===== config.mk =====
export PLATFORM = sky130hd
export DESIGN_NAME = vending_multi_ctrl
export DESIGN_NICKNAME = d
export VERILOG_FILES = /design/src/rtl/vending_pkg.sv /design/src/rtl/vend_change_calc.sv /design/src/rtl/vending_multi_ctrl.sv
export SDC_FILE = /design/constraint.sdc
export NUM_CORES = 1
export LEC_CHECK = 0
export BUFFER_PORTS_ARGS = -buffer_cell sky130_fd_sc_hd__buf_2
export CORE_AREA = 2 2 96 98
export DETAILED_ROUTE_END_ITERATION = 16
export DIE_AREA = 0 0 98 100
export MAX_ROUTING_LAYER = met4
export PLACE_DENSITY_LB_ADDON = 0.12
export SKIP_CTS_REPAIR_TIMING = 1
export SYNTH_ARGS = -nofsm -noshare
export SYNTH_HDL_FRONTEND = slang
export SYNTH_SLANG_ARGS = --single-unit

===== constraint.sdc =====
create_clock -name clock -period 4.75 [get_ports clock]
set_clock_uncertainty 0.15 [all_clocks]
set_input_delay 0.2375 -clock clock [delete_from_list [all_inputs] [get_ports clock]]
set_output_delay 0.2375 -clock clock [all_outputs]
set_load 0.1 [all_outputs]

===== src/rtl/vending_pkg.sv =====
// Shared coin and controller-state encodings for the multi-item vending controller.
package vending_pkg;

    localparam int unsigned COIN_W = 2;

    typedef enum logic [COIN_W-1:0] {
        NONE    = 2'd0,
        NICKEL  = 2'd1,
        DIME    = 2'd2,
        QUARTER = 2'd3
    } coin_t;

    typedef enum logic [1:0] {
        ACCEPT   = 2'd0,
        CHANGE   = 2'd1,
        DISPENSE = 2'd2,
        REFUND   = 2'd3
    } state_t;

    // Coin worth in nickel units.
    function automatic logic [2:0] coin_value(input coin_t c);
        case (c)
            NICKEL:  coin_value = 3'd1;
            DIME:    coin_value = 3'd2;
            QUARTER: coin_value = 3'd5;
            default: coin_value = 3'd0;
        endcase
    endfunction

endpackage


===== src/rtl/vend_change_calc.sv =====
// Change-making helper: can rem nickels be paid from the dime/nickel tubes, and which coin goes next.
module vend_change_calc
    import vending_pkg::*;
#(
    parameter int unsigned CNT_W = 4,
    parameter int unsigned CR_W  = 4
) (
    input  logic [CR_W-1:0]  rem,
    input  logic [CNT_W-1:0] t5,
    input  logic [CNT_W-1:0] t10,
    output logic             feasible,
    output logic [1:0]       coin
);

    localparam int unsigned W = ((CNT_W > CR_W) ? CNT_W : CR_W) + 1;

    logic [W-1:0] half;
    logic [W-1:0] dimes;
    logic [W-1:0] need;

    // Greedy: as many dimes as possible, nickels cover whatever is left.
    always_comb begin
        half     = W'(rem >> 1);
        dimes    = (W'(t10) < half) ? W'(t10) : half;
        need     = W'(rem) - (dimes << 1);
        feasible = (W'(t5) >= need);
        coin     = ((rem >= CR_W'(2)) && (t10 != '0)) ? DIME : NICKEL;
    end

endmodule


===== src/rtl/vending_multi_ctrl.sv =====
// Multi-item vending controller: coin intake into tubes, selection, change making, refund and stock tracking.
module vending_multi_ctrl
    import vending_pkg::*;
#(
    parameter int unsigned CNT_W      = 4,
    parameter int unsigned CR_W       = 4,
    parameter int unsigned PRICE      = 5,
    parameter int unsigned MAX_CREDIT = 9,
    parameter int unsigned N_ITEMS    = 4,
    parameter int unsigned STOCK_W    = 3,
    parameter int unsigned INIT_STOCK = 7
) (
    input  logic                       clock,
    input  logic                       reset,
    input  logic [1:0]                 coin_in,
    input  logic                       sel_valid,
    input  logic [$clog2(N_ITEMS)-1:0] sel_item,
    input  logic                       cancel,
    output logic                       coin_accept,
    output logic [1:0]                 change_out,
    output logic                       vend_valid,
    output logic [$clog2(N_ITEMS)-1:0] vend_item,
    output logic [N_ITEMS-1:0]         sold_out,
    output logic [CR_W-1:0]            credit,
    output logic                       busy
);

    localparam int unsigned SEL_W = $clog2(N_ITEMS);
    localparam int unsigned SUM_W = CR_W + 3;

    state_t                          state, state_n;
    logic [CNT_W-1:0]                t5, t10, t25, t5_n, t10_n, t25_n;
    logic [CR_W-1:0]                 l5, l10, l25, l5_n, l10_n, l25_n;
    logic [CR_W-1:0]                 rem, rem_n;
    logic [SEL_W-1:0]                item, item_n;
    logic [N_ITEMS-1:0][STOCK_W-1:0] stock, stock_n;
    coin_t                           change_n;
    logic                            vend_valid_n;
    logic [SEL_W-1:0]                vend_item_n;

    logic [SUM_W-1:0] credit_sum;
    logic [CR_W-1:0]  coin_v;
    logic [CR_W-1:0]  sel_rem;
    logic [CR_W-1:0]  calc_rem;
    logic             calc_feasible;
    logic [1:0]       calc_coin;
    logic             tube_full;
    logic             coin_ok;
    logic             sel_ok;

    assign credit_sum  = SUM_W'(l5) + (SUM_W'(l10) << 1) + (SUM_W'(l25) * SUM_W'(5));
    assign credit      = CR_W'(credit_sum);
    assign busy        = (state != ACCEPT);
    assign coin_accept = (state == ACCEPT) && (credit < CR_W'(MAX_CREDIT));

    always_comb begin
        for (int i = 0; i < int'(N_ITEMS); i++) begin
            sold_out[i] = (stock[i] == '0);
        end
    end

    // The calculator serves the selection check in ACCEPT and the eject choice in CHANGE.
    assign sel_rem  = credit - CR_W'(PRICE);
    assign calc_rem = (state == CHANGE) ? rem : sel_rem;

    vend_change_calc #(
        .CNT_W (CNT_W),
        .CR_W  (CR_W)
    ) u_change_calc (
        .rem      (calc_rem),
        .t5       (t5),
        .t10      (t10),
        .feasible (calc_feasible),
        .coin     (calc_coin)
    );

    always_comb begin
        coin_v = CR_W'(coin_value(coin_t'(coin_in)));
        case (coin_t'(coin_in))
            NICKEL:  tube_full = (t5 == {CNT_W{1'b1}});
            DIME:    tube_full = (t10 == {CNT_W{1'b1}});
            QUARTER: tube_full = (t25 == {CNT_W{1'b1}});
            default: tube_full = 1'b0;
        endcase
        coin_ok = (coin_t'(coin_in) != NONE) && coin_accept && !tube_full
                  && (({1'b0, credit} + {1'b0, coin_v}) <= (CR_W+1)'(MAX_CREDIT));
        sel_ok  = sel_valid && (credit >= CR_W'(PRICE))
                  && ({1'b0, sel_item} < (SEL_W+1)'(N_ITEMS))
                  && (stock[sel_item] != '0);
    end

    // Next-state and next-output logic; an unused incoming coin is returned by default.
    always_comb begin
        state_n      = state;
        t5_n         = t5;
        t10_n        = t10;
        t25_n        = t25;
        l5_n         = l5;
        l10_n        = l10;
        l25_n        = l25;
        rem_n        = rem;
        item_n       = item;
        stock_n      = stock;
        change_n     = coin_t'(coin_in);
        vend_valid_n = 1'b0;
        vend_item_n  = vend_item;

        case (state)
            ACCEPT: begin
                if (cancel && (credit != '0)) begin
                    state_n = REFUND;
                end else if (sel_ok) begin
                    item_n  = sel_item;
                    rem_n   = sel_rem;
                    state_n = calc_feasible ? CHANGE : REFUND;
                end else if (coin_ok) begin
                    change_n = NONE;
                    case (coin_t'(coin_in))
                        NICKEL: begin
                            t5_n = t5 + CNT_W'(1);
                            l5_n = l5 + CR_W'(1);
                        end
                        DIME: begin
                            t10_n = t10 + CNT_W'(1);
                            l10_n = l10 + CR_W'(1);
                        end
                        default: begin
                            t25_n = t25 + CNT_W'(1);
                            l25_n = l25 + CR_W'(1);
                        end
                    endcase
                end
            end

            CHANGE: begin
                if (rem == '0) begin
                    state_n = DISPENSE;
                end else if (calc_coin == DIME) begin
                    change_n = DIME;
                    t10_n    = t10 - CNT_W'(1);
                    rem_n    = rem - CR_W'(2);
                    if (l10 != '0) l10_n = l10 - CR_W'(1);
                end else begin
                    change_n = NICKEL;
                    t5_n     = t5 - CNT_W'(1);
                    rem_n    = rem - CR_W'(1);
                    if (l5 != '0) l5_n = l5 - CR_W'(1);
                end
            end

            DISPENSE: begin
                vend_valid_n  = 1'b1;
                vend_item_n   = item;
                stock_n[item] = stock[item] - STOCK_W'(1);
                l5_n          = '0;
                l10_n         = '0;
                l25_n         = '0;
                state_n       = ACCEPT;
            end

            REFUND: begin
                if (l25 != '0) begin
                    change_n = QUARTER;
                    l25_n    = l25 - CR_W'(1);
                    t25_n    = t25 - CNT_W'(1);
                end else if (l10 != '0) begin
                    change_n = DIME;
                    l10_n    = l10 - CR_W'(1);
                    t10_n    = t10 - CNT_W'(1);
                end else if (l5 != '0) begin
                    change_n = NICKEL;
                    l5_n     = l5 - CR_W'(1);
                    t5_n     = t5 - CNT_W'(1);
                end else begin
                    state_n = ACCEPT;
                end
            end

            default: state_n = ACCEPT;
        endcase
    end

    always_ff @(posedge clock or posedge reset) begin
        if (reset) begin
            state      <= ACCEPT;
            t5         <= '0;
            t10        <= '0;
            t25        <= '0;
            l5         <= '0;
            l10        <= '0;
            l25        <= '0;
            rem        <= '0;
            item       <= '0;
            stock      <= {N_ITEMS{STOCK_W'(INIT_STOCK)}};
            change_out <= NONE;
            vend_valid <= 1'b0;
            vend_item  <= '0;
        end else begin
            state      <= state_n;
            t5         <= t5_n;
            t10        <= t10_n;
            t25        <= t25_n;
            l5         <= l5_n;
            l10        <= l10_n;
            l25        <= l25_n;
            rem        <= rem_n;
            item       <= item_n;
            stock      <= stock_n;
            change_out <= change_n;
            vend_valid <= vend_valid_n;
            vend_item  <= vend_item_n;
        end
    end

endmodule

==> impl_metrics.toml <==
[die]
rows = 35
dieArea_um2 = 9800
initial_utilization = 0.477
die_h_um = 100
io_pins = 23
coreArea_um2 = 8890
die_w_um = 98

[sta]
min_period_ns = 5.03
max_freq_mhz = 199
setup_violations = 1
layout_worst_path_cycle_share = 1.06
slew_viol_final = 0
tightest_slew_ns = 1.08
hold_viol = 0
rsz0062_at_grt = "yes"
fin_ws_ns = -0.275
setup_tns_ns = -0.275
timing.slew.headroom = 0.278

[cts]
clkTransAtPathRegs_ns = 0.12
numCtsBuffers = 5
cts.sinks = 49
htree_levels = 2
clock_insertion_delay_worst_skew_ns = 0.33
tritoncts = "done"
cts_root_buffer = "clkbuf_8"
cts.path.max_buffers = 2

[global_routing]
grt_pass1_wl_um = 18600
grt_usage = 0.243
antenna_found_initial = 0
grt_pass1_vias = 3672
grt_max_degree = 50
overflow = 0

[logic_synthesis]
synth-seq-area-share = 0.292
yosys.area_share.simple = 0.155
async_flop_share = 1.00
synth.distinct_cells = 68
synth-adder-area-share = 0.168
synth_nets = 523
synth_edf_count = 0
synth_seq_cells = 49
synth.avg_cell_area_um2 = 9.15
yosysWarningCount = 0
syn_area_um2 = 4240
synth-main-ff-cell = "dfrtp_1"
synth_compound_area_frac = 0.223
synth_xor_area_frac = 0.0569
synth_top_family_by_area = "compound AO/OA/AOI/OAI gates"
synthCells = 464
synthMuxAreaShare = 0.0451

[final_layout]
final_cell_area_um2 = 4780
num_antenna_cells = 0
area_growth_pct = 12.6
fill_cells = 844
ff_latch_area_um2 = 1240
drive_above_1_share = 0.200
fin_util = 0.538
multi_input_area_um2 = 2840
fin_nets = 557

[worst_setup_path]
arrival_ns = 5.09
critPathRequiredTime_ns = 4.81
worstSetupStartpointType = "flip-flop"
crit_path_end_kind = "flip-flop"
worstSetupPathType = "flip-flop to flip-flop"
cp_max_fo = 3

[detailed_routing]
vias = 3703
final_antenna_net_count = 0
vias_per_cell = 6.07
drt_first_pass_iters = 4
drc = 0
dr.first_iter.drc_count = 213
wl_per_cell_um = 18.6
routed_wl_um = 11300

[placement]
gp_congestion = 0.883
portBuffers = 22
place.detailed.hpwl_um = 8200
pre_cts_ws_ns = -0.310
placed_area_um2 = 4600

[outcome]
violations = "setup timing"
status = "finished, violations left"

[job]
maxCapViolCount = 0

[worst_hold_path]
hp-class = "input pin to asynchronous set/reset pin"
-- worst max-delay path: stages (launching register included) --
cell and delay [ns]:
dfrtp_1 0.44, ha_4 0.26, ha_4 0.26, inv_2 0.03, fa_1 0.50, inv_1 0.05, ha_2 0.17, xnor2_2 0.14
xnor2_2 0.27, xnor2_4 0.16, xnor2_1 0.10, nor2_1 0.14, a21o_1 0.13, inv_2 0.05, ha_4 0.25, o21ai_2 0.05
nand2_2 0.08, mux2i_1 0.21, ha_2 0.21, fa_2 0.46, ha_4 0.28, a21oi_2 0.04, nor2b_1 0.10, o221ai_1 0.12
a21oi_1 0.18, o21bai_1 0.09
-- registers in the layout, indices dropped and copies added (netlist names) --
signal,cells
vend_valid,1
l5,4
stock,12
l25,4
state,2
t25,4
t10,4
t5,4
l10,4
rem,4
vend_item,2
change_out,2
item,2
-- routing by layer --
layer  routed length [um]  GRT usage
met4                  269     0.0844
met5                    0          -
met3                  506     0.0348
met2                 5430      0.403
met1                 5120      0.307
-- cell usage in the layout, fill, tap and decap left out, drive strengths merged, types with 5 or more instances in the layout --
master  instances
or4             6
a21o           14
clkbuf          5
xnor2          12
o21ai          17
a311o           6
xor2           13
nor3           12
inv            41
a21oi          34
o311ai          7
nand3          12
o211ai          7
nor4           10
fa             10
dfstp          12
ha             41
nor2           31
mux2i           9
dfrtp          37
buf            49
nand2b          5
nand2          32
-- cell families after synthesis --
group                    count (synthesis)
AO/OA/AOI/OAI                          131
AND/OR/NAND/NOR                        130
buffers and inverters                   63
adder cells (fa/ha/maj)                 51
flip-flops                              49
XOR/XNOR                                25
multiplexers                            15
-- metrics by stage --
step | hold slack (ns) | cells
5_1_grt | 0.0622 | 610
4_1_cts | 0.0430 | 606
3_5_place_dp | 0.319 | 598
3_3_place_gp | 0.308 | 598
6_report | 0.0277 | 610
2_1_floorplan | 0.238 | 464
-- worst paths after layout --
check	slack (ns)	end	cells after the start	start
setup / recovery	-0.28	state[1]$_DFFE_PP0P_	25	l25[0]$_DFFE_PP0P_
hold / removal	0.03	t10[0]$_DFFE_PP0P_	2	reset
setup reg to reg	-0.28	state[1]$_DFFE_PP0P_	25	l25[0]$_DFFE_PP0P_
hold reg to reg	0.33	stock[1]$_DFFE_PP1P_	2	stock[1]$_DFFE_PP1P_
max in group asynchronous	3.76	l10[3]$_DFFE_PP0P_	2	reset
min in group clock	0.05	item[0]$_DFFE_PP0P_	2	sel_item[0]
-- final cells by class --
cell class                 instances  area share
clock buffer                       5      0.0144
clock inverter                     3     0.00523
inverter                          41      0.0322
multi-input combinational        352       0.594
sequential                        49       0.260
tap                              111      0.0290
timing repair buffer              49      0.0654
-- Yosys cell counts (10+ instances only) --
master    number  share of area
inv_1         39          0.034
a21o_1        14          0.025
dfstp_2       12          0.074
nand3_1       12          0.014
ha_1          41           0.12
clkbuf_1      17          0.015
nand2_1       32          0.028
a21oi_1       34          0.040
xor2_1        13          0.027
o21ai_0       15          0.018
fa_1          10          0.047
dfrtp_1       37           0.22
nor3_1        12          0.014
nor2_1        31          0.027
Power is left out: the tool's default activity adds up to more than one toggle a clock period on the data nets, which glitch-free logic cannot reach.
